**src/rtl/multi_timeout.sv**
```systemverilog
// Multi-channel timeout/watchdog bank: a shared prescaler tick drives N independent channels.
// Define MULTI_TIMEOUT_IRQ_EN to add maskable, acknowledgeable interrupt status per channel.
module multi_timeout #(
    parameter int unsigned CHANNELS    = 4,
    parameter int unsigned WIDTH       = 16,
    parameter int unsigned PRESC_WIDTH = 8
) (
    input  logic                      i_clk,
    input  logic                      i_rst,
    input  logic [PRESC_WIDTH-1:0]    i_presc,
    input  logic [CHANNELS-1:0]       i_enable,
    input  logic [CHANNELS-1:0]       i_clear,
    input  logic [CHANNELS-1:0]       i_mode,
    input  logic [CHANNELS*WIDTH-1:0] i_limit,
`ifdef MULTI_TIMEOUT_IRQ_EN
    input  logic [CHANNELS-1:0]       i_irq_mask,
    input  logic [CHANNELS-1:0]       i_irq_ack,
    output logic [CHANNELS-1:0]       o_irq_status,
    output logic                      o_irq,
`endif
    output logic [CHANNELS*WIDTH-1:0] o_count,
    output logic [CHANNELS-1:0]       o_timeout,
    output logic [CHANNELS-1:0]       o_pulse
);

    typedef enum logic [1:0] {
        StIdle,
        StRun,
        StExpired
    } state_e;

    localparam logic [PRESC_WIDTH-1:0] PrescOne = PRESC_WIDTH'(1);
    localparam logic [WIDTH:0]         CountOne = (WIDTH + 1)'(1);

    logic [PRESC_WIDTH-1:0] presc_q, presc_d;
    logic                   tick;

    // Equality compare: if i_presc drops below the counter it wraps through zero first.
    always_comb begin
        tick    = (presc_q == i_presc);
        presc_d = tick ? '0 : presc_q + PrescOne;
    end

    always_ff @(posedge i_clk) begin
        if (i_rst) begin
            presc_q <= '0;
        end else begin
            presc_q <= presc_d;
        end
    end

    for (genvar c = 0; c < CHANNELS; c++) begin : g_ch
        state_e           state_q, state_d;
        logic [WIDTH-1:0] count_q, count_d;
        logic [WIDTH-1:0] limit;
        logic [WIDTH:0]   count_inc;
        logic             timeout_q, timeout_d;
        logic             pulse_q, pulse_d;
        logic             expire;

        assign limit = i_limit[c*WIDTH +: WIDTH];

        always_comb begin
            state_d   = state_q;
            count_d   = count_q;
            timeout_d = timeout_q;
            pulse_d   = 1'b0;
            // One extra bit so count+1 never wraps before the limit compare.
            count_inc = {1'b0, count_q} + CountOne;
            expire    = (limit != '0) && (count_inc >= {1'b0, limit});

            if (!i_enable[c]) begin
                state_d   = StIdle;
                count_d   = '0;
                timeout_d = 1'b0;
            end else begin
                unique case (state_q)
                    StIdle: begin
                        state_d = StRun;
                        count_d = '0;
                    end
                    StRun: begin
                        if (i_clear[c]) begin
                            count_d = '0;
                        end else if (tick) begin
                            if (limit == '0) begin
                                count_d = '0;
                            end else if (expire) begin
                                pulse_d = 1'b1;
                                if (i_mode[c]) begin
                                    count_d = '0;
                                end else begin
                                    count_d   = limit;
                                    state_d   = StExpired;
                                    timeout_d = 1'b1;
                                end
                            end else begin
                                count_d = count_inc[WIDTH-1:0];
                            end
                        end
                    end
                    StExpired: begin
                        if (i_clear[c]) begin
                            count_d   = '0;
                            timeout_d = 1'b0;
                            state_d   = StRun;
                        end
                    end
                    default: begin
                        state_d   = StIdle;
                        count_d   = '0;
                        timeout_d = 1'b0;
                    end
                endcase
            end
        end

        always_ff @(posedge i_clk) begin
            if (i_rst) begin
                state_q   <= StIdle;
                count_q   <= '0;
                timeout_q <= 1'b0;
                pulse_q   <= 1'b0;
            end else begin
                state_q   <= state_d;
                count_q   <= count_d;
                timeout_q <= timeout_d;
                pulse_q   <= pulse_d;
            end
        end

        assign o_count[c*WIDTH +: WIDTH] = count_q;
        assign o_timeout[c]              = timeout_q;
        assign o_pulse[c]                = pulse_q;
    end

`ifdef MULTI_TIMEOUT_IRQ_EN
    logic [CHANNELS-1:0] irq_status_q, irq_status_d;
    logic                irq_q, irq_d;

    // A new pulse wins over an ack landing in the same cycle.
    always_comb begin
        irq_status_d = (irq_status_q & ~i_irq_ack) | (o_pulse & i_irq_mask);
        irq_d        = |irq_status_q;
    end

    always_ff @(posedge i_clk) begin
        if (i_rst) begin
            irq_status_q <= '0;
            irq_q        <= 1'b0;
        end else begin
            irq_status_q <= irq_status_d;
            irq_q        <= irq_d;
        end
    end

    assign o_irq_status = irq_status_q;
    assign o_irq        = irq_q;
`endif

endmodule

```
**config.mk**
```make
export PLATFORM = sky130hd
export DESIGN_NAME = multi_timeout
export DESIGN_NICKNAME = d
export VERILOG_FILES = /design/src/rtl/multi_timeout.sv
export SDC_FILE = /design/constraint.sdc
export NUM_CORES = 1
export LEC_CHECK = 0
export ABC_AREA = 0
export BUFFER_PORTS_ARGS = -buffer_cell sky130_fd_sc_hd__buf_4
export CAP_MARGIN = 20
export CORE_MARGIN = 1.5
export CORE_UTILIZATION = 32
export DETAILED_ROUTE_END_ITERATION = 10
export GPL_TIMING_DRIVEN = 0
export MAX_ROUTING_LAYER = met4
export PLACE_DENSITY = 0.5
export REMOVE_ABC_BUFFERS = 1
export SLEW_MARGIN = 40
export SYNTH_ARGS = -nofsm -noshare
export SYNTH_HDL_FRONTEND = slang
export SYNTH_SLANG_ARGS = --single-unit
```
**constraint.sdc**
```tcl
create_clock -name i_clk -period 3.5 [get_ports i_clk]
set_input_delay 0.175 -clock i_clk [delete_from_list [all_inputs] [get_ports i_clk]]
set_output_delay 0.175 -clock i_clk [all_outputs]
set_load 0.02 [all_outputs]
```
==> results.sh <==
export IMPL_synth_edf_count=0
export IMPL_wl_per_cell_um=15.64
export IMPL_grt_pass1_vias=6303
export IMPL_synth_most_common_cell="nand2_1"
export IMPL_cellPowerDensity_mw_per_mm2=259.4
export IMPL_core_area_mm2=0.02102
export IMPL_netlist_instances=848
export IMPL_min_from="i_limit[22]"
export IMPL_r2r_cells=14
export IMPL_tightest_slew_ns=0.6543
export IMPL_post_route_period_util_pct=96.14
export IMPL_synth_main_ff_cell="dfxtp_1"
export IMPL_cts_hold_repair_buffers=0
export IMPL_crit_required_ns=3.72
export IMPL_status="finished clean"
export IMPL_drt_iter0_drc=280
export IMPL_final_area_mm2=0.008925
export IMPL_cts_sinks=88
export IMPL_hold_viol=0
export IMPL_syn_avg_cell_area_um2=8.111
export IMPL_io_pins=158
export IMPL_layout_drive_gt1_share_pct=26.43
export IMPL_fp_dieW_um=149.6
export IMPL_start_kind="flop"
export IMPL_nNetsFinal=1164
export IMPL_report_final_slew_viol_count=0
export IMPL_arrival_ns=3.59
export IMPL_ff2ff_setup_slack_ns=0.14
export IMPL_clock_latency_ns=0.35
export IMPL_drc=0
export IMPL_rows=53
export IMPL_cp_max_fo=8
export IMPL_drt_total_wl_um=20160
export IMPL_num_antenna_cells=0
export IMPL_grt_usage_pct=18.38
export IMPL_ys_types=67
export IMPL_fin_skew_ns=0.01516
export IMPL_synth_largest_area_cell="dfxtp_1"
export IMPL_cts_root_buffer="clkbuf_16"
export IMPL_grt_overflow=0
export IMPL_die_area_mm2=0.02238
export IMPL_yosysSeqAreaShare_pct=25.61
export IMPL_areaGrowthSynthToFinish_pct=29.76
export IMPL_grt_start_max_net_pins=17
export IMPL_dp_hpwl_um=15220
export IMPL_r2r_start="g_ch[3].count_q[0]$_SDFFE_PP0P_"
export IMPL_fin_crit_ns=3.365
export IMPL_synth_area_mm2=0.006878
export IMPL_portBuffers=157
export IMPL_hp_class="input pin to flop"
export IMPL_cts_buffers=9
export IMPL_p_total_mw=2.315
export IMPL_hold_depth=2
export IMPL_ant_nets=0
export IMPL_yosysTopAreaCellShare_pct=25.61
export IMPL_grt_pass1_wl_um=32130
export IMPL_yosys_warnings=0
export IMPL_max_clock_freq_mhz=297.2
export IMPL_cp_end_kind="flop"
export IMPL_synth_area_top_cells="dfxtp_1 (26%), ha_1 (13%), nand2_1 (4.9%)"
export IMPL_place_area_mm2=0.008282
export IMPL_synth_seq_cells=88
export IMPL_first_pass_iters=4
export IMPL_clkSlewWorstSetupHoldPaths_ns=0.07
export IMPL_maxCapViolCount=0
export IMPL_startpoint="g_ch[3].count_q[0]$_SDFFE_PP0P_"
export IMPL_gp_congestion=0.8090
export IMPL_setup_violations=0
export IMPL_via_per_inst=5.130
export IMPL_p_leak_nw=4.268
export IMPL_vias=6612
export IMPL_whs_ns=0.04080
export IMPL_cts_tree="yes"
export IMPL_regToRegEndpoint="g_ch[3].count_q[1]$_SDFFE_PP0P_"
export IMPL_ctsLongestPathBuffers=2
export IMPL_critical_path_class="flop to flop"
export IMPL_die_height_um=149.6
export IMPL_start_util_pct=32.72
export IMPL_synthArstFlopShare_pct=0
export IMPL_antenna_found_initial=0
export IMPL_peakVddDrop_v=0.0002087
export IMPL_cts_htree_levels=3
export IMPL_slew_headroom_pct=56.24
export IMPL_min_to="g_ch[1].count_q[6]$_SDFFE_PP0P_"
export IMPL_synth_common_cells="nand2_1 (89), dfxtp_1 (88), inv_1 (72), ha_1 (69), nand3_1 (43)"
## sequential cells by signal, indices dropped and copies added, names as in the netlist
name and cells:
g_ch.timeout_q 4, presc_q 8, g_ch.pulse_q 4, g_ch.count_q 64
g_ch.state_q 8
## worst max-delay path by stage
stage,to,cells after the start
floorplan,g_ch[3].state_q[0]$_SDFFE_PP0P_,12
global placement,g_ch[3].state_q[0]$_SDFFE_PP0P_,12
detailed placement,g_ch[3].count_q[1]$_SDFFE_PP0P_,14
CTS,g_ch[3].count_q[1]$_SDFFE_PP0P_,14
global route,g_ch[3].count_q[1]$_SDFFE_PP0P_,13
finish,g_ch[3].count_q[1]$_SDFFE_PP0P_,14
## power breakdown
group / switching (mW) / internal, mW / leakage, nW
combinational: 0.113 / 0.105 / 3.40
sequential: 0.00710 / 1.00 / 0.720
clock: 0.458 / 0.629 / 0.150
## critical path, stage by stage, from the launching register on
cell,delay (ns)
dfxtp_4,0.40
nand4_1,0.19
buf_4,0.20
nor2_2,0.16
nand3_1,0.12
xnor2_1,0.15
ha_1,0.28
nand3_1,0.10
or4_1,0.54
o211ai_1,0.21
buf_4,0.18
buf_2,0.17
buf_4,0.17
nor3_1,0.06
a311o_2,0.31
## layer usage
metal	global-route usage (%)	vias up	part of all wire (%)
met4	4.653	0	1.1
met3	2.256	13	4.7
li1	-	3364	-
met5	-	-	0
met1	24.98	3076	49
met2	28.78	159	46
## kinds of logic (layout without fill, tap and decap cells)
kind of cell	count (synthesis)	after routing	share of synthesized area [%]
muxes	2	2	0.2911
adders and majority gates	69	69	12.55
buffers and inverters	104	270	6.749
xor gates and xnor gates	70	70	8.914
DFF	88	88	25.61
AOI/OAI and AO/OA	165	165	17.14
and+or+nand+nor	350	350	28.74
## metrics by stage
| stage | worst slack (ns) | instances | utilization [%] | TNS, ns |
|---|---|---|---|---|
| final | 0.1352 | 1289 | 42.46 | 0 |
| after global routing | -0.02231 | 1289 | 42.46 | -0.02231 |
| after CTS | 0.01940 | 1284 | 41.72 | 0 |
| after detailed placement | -0.6299 | 1257 | 39.40 | -26.04 |
| after global placement | -2.039 | 1248 | 39.04 | -63.96 |
| after floorplan | -0.9995 | 816 | - | -16.33 |
## area by class of cell
cell class	count	area (um^2)
Multi-Input combinational cell	656	4848
Fill cell	2161	12100
Inverter	72	270.3
Timing Repair Buffer	182	1356
Sequential cell	88	1792
Clock buffer	11	232.7
Clock inverter	5	81.33
Tap cell	275	344.1
## layout by cell type, fill, tap and decap left out, drive strengths merged, types with 18 or more instances in the layout
cell	n
xnor2	33
nor4	27
nor3b	18
dfxtp	88
nand4	20
a21o	20
o21ai	29
a22oi	20
ha	69
xor2	37
and2	24
nand2	90
inv	72
nand3	44
buf	182
a21oi	32
nor2	44
## timing repair
item	CTS	global route
pin swaps	8	7
setup buffers	11	5
resized for setup	29	34
endpoints found under the setup margin	73	62
No activity file was read; power rests on OpenSTA's default activity.
